$ cat src/rtl/multdiv_pkg.sv
// Shared definitions for the iterative multiply/divide unit.
// Holds the operand/counter widths, the Booth register width, the FSM state
// encoding and a magnitude helper used when loading the divider.
package multdiv_pkg;

    localparam int WIDTH   = 32;
    localparam int CNT_W   = 5;
    // {acc[WIDTH:0], Q[WIDTH-1:0], q_m1}. The accumulator carries one guard
    // bit so that adding or subtracting INT_MIN can never overflow it.
    localparam int BOOTH_W = 2 * WIDTH + 2;

    localparam logic [WIDTH-1:0] INT_MIN = 32'h8000_0000;

    typedef enum logic [1:0] {
        ST_IDLE = 2'd0,
        ST_MUL  = 2'd1,
        ST_DIV  = 2'd2,
        ST_DONE = 2'd3
    } state_t;

    // INT_MIN maps to 0x80000000, which is its correct unsigned magnitude.
    function automatic logic [WIDTH-1:0] magnitude(input logic [WIDTH-1:0] v);
        return v[WIDTH-1] ? -v : v;
    endfunction

endpackage

$ cat src/rtl/multdiv_if.sv
// Core-side bus of the multiply/divide unit.
// master: core pipeline (drives operands and start pulses, reads results)
// slave : multdiv_iter   (reads operands and start pulses, drives results)
interface multdiv_if;
    import multdiv_pkg::*;

    logic [WIDTH-1:0] data_operandA;
    logic [WIDTH-1:0] data_operandB;
    logic             ctrl_MULT;
    logic             ctrl_DIV;
    logic [WIDTH-1:0] data_result;
    logic             data_exception;
    logic             data_resultRDY;

    modport master (
        output data_operandA, data_operandB, ctrl_MULT, ctrl_DIV,
        input  data_result, data_exception, data_resultRDY
    );

    modport slave (
        input  data_operandA, data_operandB, ctrl_MULT, ctrl_DIV,
        output data_result, data_exception, data_resultRDY
    );

endinterface

$ cat src/rtl/multdiv_booth_step.sv
// One radix-2 Booth iteration, purely combinational.
// booth_in  : {acc[32:0], Q[31:0], q_m1} before the step
// mcand     : multiplicand, signed
// booth_out : register after add/subtract and arithmetic shift right by one
module booth_step
    import multdiv_pkg::*;
(
    input  logic [BOOTH_W-1:0] booth_in,
    input  logic [WIDTH-1:0]   mcand,
    output logic [BOOTH_W-1:0] booth_out
);

    logic [WIDTH:0] m_ext;
    logic [WIDTH:0] acc;
    logic [WIDTH:0] acc_sum;

    always_comb begin
        m_ext = {mcand[WIDTH-1], mcand};
        acc   = booth_in[BOOTH_W-1:WIDTH+1];
        case (booth_in[1:0])
            2'b01:   acc_sum = acc + m_ext;
            2'b10:   acc_sum = acc - m_ext;
            default: acc_sum = acc;
        endcase
        // Shift drops the old q_m1; Q[0] becomes the new q_m1.
        booth_out = {acc_sum[WIDTH], acc_sum, booth_in[WIDTH:1]};
    end

endmodule

$ cat src/rtl/multdiv_iter.sv
// Iterative signed 32-bit multiply (radix-2 Booth) and divide (non-restoring
// on magnitudes, sign-corrected quotient). Each operation takes 32 steps;
// the result and exception flag are registered and presented with a one-cycle
// data_resultRDY pulse 33 cycles after the start edge.
// Ports: clock, reset (sync, active-high), bus (multdiv_if.slave).
//
// state   | meaning
// IDLE    | waiting for a start pulse
// MUL     | one Booth step per cycle
// DIV     | one non-restoring step per cycle
// DONE    | final step done; outputs load and RDY pulses on leaving
module multdiv_iter
    import multdiv_pkg::*;
(
    input  logic      clock,
    input  logic      reset,
    multdiv_if.slave  bus
);

    state_t             state_q, state_d;
    logic [CNT_W-1:0]   cnt_q;
    logic [BOOTH_W-1:0] booth_q, booth_next;
    logic [WIDTH-1:0]   mcand_q;
    logic [WIDTH-1:0]   quo_q, quo_next, divisor_q;
    logic [WIDTH+1:0]   rem_q, rem_shift, rem_next;
    logic               op_mul_q, div_neg_q, div_zero_q, div_ovf_q;
    logic               start_mul, start_div, finish;
    logic [WIDTH:0]     prod_hi;
    logic               mul_ovf;
    logic [WIDTH-1:0]   result_q;
    logic               exc_q, rdy_q;
    logic               unused_bits;

    booth_step u_booth_step (
        .booth_in  (booth_q),
        .mcand     (mcand_q),
        .booth_out (booth_next)
    );

    always_comb begin
        start_mul = bus.ctrl_MULT;
        start_div = bus.ctrl_DIV & ~bus.ctrl_MULT;
        finish    = 1'b0;
        state_d   = state_q;
        case (state_q)
            ST_IDLE: state_d = ST_IDLE;
            ST_MUL, ST_DIV: begin
                if (&cnt_q) state_d = ST_DONE;
            end
            ST_DONE: begin
                state_d = ST_IDLE;
                finish  = 1'b1;
            end
            default: state_d = ST_IDLE;
        endcase
        // A new start aborts whatever is in flight, including a pending RDY.
        if (start_mul) begin
            state_d = ST_MUL;
            finish  = 1'b0;
        end else if (start_div) begin
            state_d = ST_DIV;
            finish  = 1'b0;
        end
    end

    // Non-restoring step: remainder sign picks add or subtract; quotient bit
    // is the complement of the new remainder sign. Only the remainder would
    // need a final correction, and it is discarded.
    always_comb begin
        rem_shift = {rem_q[WIDTH:0], quo_q[WIDTH-1]};
        rem_next  = rem_q[WIDTH+1] ? rem_shift + {2'b00, divisor_q}
                                   : rem_shift - {2'b00, divisor_q};
        quo_next  = {quo_q[WIDTH-2:0], ~rem_next[WIDTH+1]};
    end

    // Product bit i sits at booth_q[i+1]; product[63:31] must be a pure
    // sign extension for the result to fit in 32 signed bits.
    assign prod_hi     = booth_q[2*WIDTH:WIDTH];
    assign mul_ovf     = ~((&prod_hi) | ~(|prod_hi));
    assign unused_bits = booth_q[BOOTH_W-1] ^ booth_q[0];

    always_ff @(posedge clock) begin
        if (reset) begin
            state_q    <= ST_IDLE;
            cnt_q      <= '0;
            booth_q    <= '0;
            mcand_q    <= '0;
            quo_q      <= '0;
            divisor_q  <= '0;
            rem_q      <= '0;
            op_mul_q   <= 1'b0;
            div_neg_q  <= 1'b0;
            div_zero_q <= 1'b0;
            div_ovf_q  <= 1'b0;
            result_q   <= '0;
            exc_q      <= 1'b0;
            rdy_q      <= 1'b0;
        end else begin
            state_q <= state_d;
            rdy_q   <= finish;
            if (start_mul) begin
                cnt_q    <= '0;
                op_mul_q <= 1'b1;
                mcand_q  <= bus.data_operandA;
                booth_q  <= {{(WIDTH+1){1'b0}}, bus.data_operandB, 1'b0};
            end else if (start_div) begin
                cnt_q      <= '0;
                op_mul_q   <= 1'b0;
                quo_q      <= magnitude(bus.data_operandA);
                divisor_q  <= magnitude(bus.data_operandB);
                rem_q      <= '0;
                div_neg_q  <= bus.data_operandA[WIDTH-1] ^ bus.data_operandB[WIDTH-1];
                div_zero_q <= (bus.data_operandB == '0);
                div_ovf_q  <= (bus.data_operandA == INT_MIN) && (bus.data_operandB == '1);
            end else if (state_q == ST_MUL) begin
                booth_q <= booth_next;
                cnt_q   <= cnt_q + CNT_W'(1);
            end else if (state_q == ST_DIV) begin
                rem_q <= rem_next;
                quo_q <= quo_next;
                cnt_q <= cnt_q + CNT_W'(1);
            end

            if (finish) begin
                if (op_mul_q) begin
                    result_q <= booth_q[WIDTH:1];
                    exc_q    <= mul_ovf;
                end else if (div_zero_q) begin
                    result_q <= '0;
                    exc_q    <= 1'b1;
                end else begin
                    // INT_MIN / -1 yields magnitude 0x80000000 with positive
                    // sign, which already reads back as INT_MIN.
                    result_q <= div_neg_q ? -quo_q : quo_q;
                    exc_q    <= div_ovf_q;
                end
            end
        end
    end

    assign bus.data_result    = result_q;
    assign bus.data_exception = exc_q;
    assign bus.data_resultRDY = rdy_q;

endmodule

$ cat src/flat_wrapper.sv
// flat-port wrapper written by rule: the top's interface ports become plain ports
module multdiv_iter_flat import multdiv_pkg::*;
  (clock, reset, bus_data_operandA, bus_data_operandB, bus_ctrl_MULT, bus_ctrl_DIV, bus_data_result, bus_data_exception, bus_data_resultRDY);
  multdiv_if bus_i ();
  input  logic clock;
  input  logic reset;
  input wire logic [$bits(bus_i.data_operandA)-1:0] bus_data_operandA;
  input wire logic [$bits(bus_i.data_operandB)-1:0] bus_data_operandB;
  input wire logic [$bits(bus_i.ctrl_MULT)-1:0] bus_ctrl_MULT;
  input wire logic [$bits(bus_i.ctrl_DIV)-1:0] bus_ctrl_DIV;
  output wire logic [$bits(bus_i.data_result)-1:0] bus_data_result;
  output wire logic [$bits(bus_i.data_exception)-1:0] bus_data_exception;
  output wire logic [$bits(bus_i.data_resultRDY)-1:0] bus_data_resultRDY;
  assign bus_i.data_operandA = bus_data_operandA;
  assign bus_i.data_operandB = bus_data_operandB;
  assign bus_i.ctrl_MULT = bus_ctrl_MULT;
  assign bus_i.ctrl_DIV = bus_ctrl_DIV;
  assign bus_data_result = bus_i.data_result;
  assign bus_data_exception = bus_i.data_exception;
  assign bus_data_resultRDY = bus_i.data_resultRDY;
  multdiv_iter u_core (.clock(clock), .reset(reset), .bus(bus_i));
endmodule
$ cat config.mk
export PLATFORM = sky130hd
export DESIGN_NAME = multdiv_iter_flat
export DESIGN_NICKNAME = d
export VERILOG_FILES = /design/src/rtl/multdiv_pkg.sv /design/src/rtl/multdiv_if.sv /design/src/rtl/multdiv_booth_step.sv /design/src/rtl/multdiv_iter.sv /design/src/flat_wrapper.sv
export SDC_FILE = /design/constraint.sdc
export NUM_CORES = 1
export LEC_CHECK = 0
export ABC_AREA = 0
export ABC_CLOCK_PERIOD_IN_PS = 5800
export BUFFER_PORTS_ARGS = -buffer_cell sky130_fd_sc_hd__buf_2
export CORE_UTILIZATION = 63
export DETAILED_ROUTE_END_ITERATION = 7
export PLACE_DENSITY_LB_ADDON = 0.12
export SYNTH_ARGS = -nofsm -noshare
export SYNTH_HDL_FRONTEND = slang
export SYNTH_HIERARCHICAL = 1
export SYNTH_SLANG_ARGS = --single-unit
$ cat constraint.sdc
create_clock -name clock -period 5.8 [get_ports clock]
set_input_delay 0.29 -clock clock [delete_from_list [all_inputs] [get_ports clock]]
set_output_delay 0.29 -clock clock [all_outputs]
set_load 0.01 [all_outputs]
==> reports/summary.txt <==
Final period util: 0.853
Pin count of the biggest net entering global routing: 117
Hold Crit Class: in -> reg
Syn avg cell area: 7.88 µm²
Top-level port count: 102
Min cycle time layout: 4.95 ns
Drt first pass iters: 8
Max Clock Skew: 0.0103 ns
Total die area: 27,600 µm²
Total GRT Usage: 0.335
Core Area: 26,200 µm²
Synthesized-area fraction occupied by and/or/nand/nor cells: 0.207
Largest cells by area after synthesis: dfxtp_1, a21oi_1, xnor2_1
Critical Path RT: 6.23 ns
EDFF count, synth: 0
RSZ-0062 raised after global routing: false
Synth Area in Compound Gates: 0.231
Worst skew pair latency: 0.54 ns
FFs w/ async S/R, synth: 0
Slew Limit Fails: 0
CTS tree: done
DRC: 16
Inst Count DP: 2,440
Congestion Overflow GR: 0
Initial antenna violation count: 6
Post-synth cell types: 95
Antenna-violating nets left: 0
Root Buffer: clkbuf_16
Synth Area in XOR/XNOR: 0.107
Syn. warnings: 6
Final setup violation count: 0
Via count: 15,702
Sink Count: 241
Commonest non-fill, non-tap cell in the layout: dfxtp_1
Worst EP arrival: 5.38 ns
Endpoint class of the critical path: flip-flop
Setup ws final: 0.852 ns
Fmax: 202 MHz
Largest family of logic cells by synthesized area: compound AO/OA/AOI/OAI gates
DRT Wirelength: 47.5 mm
Yosys top cell area share: 0.285
Cell taking the most area after synthesis: dfxtp_1
Synthesized cell area: 17,000 µm²
CTS clk-pin slew, worst paths: 0.06 ns
Vias per cell: 6.29
Starting density of the core: 0.647
DR iter-0 viols: 1,574
Clock tree buffer depth: 3
Die height: 166 µm
Synthesized-area fraction occupied by adder cells: 0.0592
Sequential area share after synthesis: 0.285
# H-tree levels: 1
Max-slew headroom: 0.227
Post_cts resized: 0
Pwr/cell area: 251 nW/µm²
VDD IR-drop max: 205 µV
Total CTS buffers: 27
Synth-to-Final Area Change: 6.90%
Port Buffer Count: 101
Static Leak: 7.20 nW
Die X: 166 µm
Post-Syn Instances: 2,150
# nets final: 2,281
Most used DFF post-synth: dfxtp_1
Global-route wire length before repair: 75.8 mm
Post-synthesis mux area share: 0.0538
Run status: finished with violations
Worst slew pin tran: 1.16 ns
Setup_tns: 0 ns
Layout cells sized above 1: 0.102
Average wire per standard cell: 19.0 µm
FP Rows: 59
Pre-CTS setup slack: 0.970 ns
Dpl hpwl: 34.3 mm
Hold Vio Cnt, Final: 0
Vias in the first global route: 14,652
Failing checks: DRC
Gpl congestion: 0.944
CP max FO: 6
Startpoint Class: flip-flop
Max-Cap Viols: 0
Post-CTS setup buffer count: 0
Most frequent cells in the layout: dfxtp_1, nor2_1, nand2_1, a21oi_1, o21ai_0
Setup CP Type: reg -> reg
Fin cells: 2,495
Yosys reg bits: 241
Syn_nets: 2,297
Cts hold-fix bufs: 0
critical path, cell delays in order (launching register included):
cell and delay [ns]:
dfxtp_1 0.37, nor4_1 0.56, and2_1 0.27, nand3b_1 0.19, nor4_1 0.41, nor4b_1 0.59
a31oi_1 0.19, xor2_1 0.29, ha_1 0.35, a21oi_1 0.25, o21ai_0 0.11, a21o_1 0.22
nor4b_1 0.30, a21oi_1 0.09, o41ai_2 0.08, xnor2_1 0.20, a2111oi_2 0.38
sequential cells by signal, indices dropped and copies added (netlist names):
signal	count
u_core/booth_q	66
u_core/bus.data_exception	1
u_core/bus.data_result	32
u_core/bus.data_resultRDY	1
u_core/cnt_q	5
u_core/div_neg_q	1
u_core/div_ovf_q	1
u_core/div_zero_q	1
u_core/divisor_q	32
u_core/mcand_q	32
u_core/op_mul_q	1
u_core/quo_q	32
u_core/rem_q	34
u_core/state_q	2
cells by family after synthesis:
logic type / count (synthesis)
buffers and inverters: 216
AO/OA/AOI/OAI: 601
adder cells (fa/ha/maj): 79
flip-flops: 241
multiplexers: 90
XOR/XNOR: 208
AND/OR/NAND/NOR: 715
worst paths after layout:
path	end	depth (start not counted)	from	slack (ns)
max	u_core/quo_q[0]	16	u_core/divisor_q[2]	0.85
min	u_core/mcand_q[30]	3	bus_data_operandA[30]	0.04
max reg2reg	u_core/quo_q[0]	16	u_core/divisor_q[2]	0.85
min reg2reg	u_core/rem_q[19]	2	u_core/rem_q[19]	0.47
through the flow:
step | utilization | hold slack (ns) | power [mW] | area [µm²]
after floorplan | - | 0.425 | 2.64 | 17000
after global placement | 0.659 | 0.441 | 2.89 | 17300
after detailed placement | 0.659 | 0.449 | 2.91 | 17300
after CTS | 0.691 | 0.0302 | 4.55 | 18100
after global routing | 0.691 | 0.0560 | 4.75 | 18100
final | 0.691 | 0.0420 | 4.55 | 18100
per-layer routing:
| metal | vias to the layer above | part of all wire | global-route usage |
|---|---|---|---|
| li1 | 7666 | - | - |
| met1 | 7397 | 0.43 | 0.430 |
| met2 | 523 | 0.47 | 0.572 |
| met3 | 110 | 0.064 | 0.0393 |
| met4 | 6 | 0.040 | 0.132 |
| met5 | - | 0.00074 | 0 |
layout make-up:
cell class,instances,area [µm²]
timing repair buffer,115,616
antenna,6,15.0
clock buffer,41,768
clock inverter,8,70.1
inverter,56,210
tap,335,419
multi-input combinational,1693,11200
fill,2286,8090
sequential,241,4820
cells in the mapped netlist (all sizes together) (5+ instances only):
cell	count
o21ai	135
o22ai	7
inv	56
and3	16
clkbuf	107
and2	10
mux2	6
o31ai	32
or3	24
nand2b	50
a211oi	59
xor2	97
a21o	32
nor3	43
a21oi	199
nand3	19
dfxtp	241
buf	53
or4	16
o41ai	16
a31oi	15
o21a	7
mux2i	84
o21bai	10
nor3b	13
nor2b	13
a22oi	17
ha	77
nand2	210
o211ai	6
nand4	27
nor4	36
a221oi	27
xnor2	111
nor2	217
or2	5
where the power goes:
group,internal (mW),switching (mW),total (mW)
sequential,1.72,0.0896,1.81
clock,0.952,0.698,1.65
combinational,0.416,0.673,1.09
total,3.09,1.46,4.55
Power figures use the tool's default switching activity.
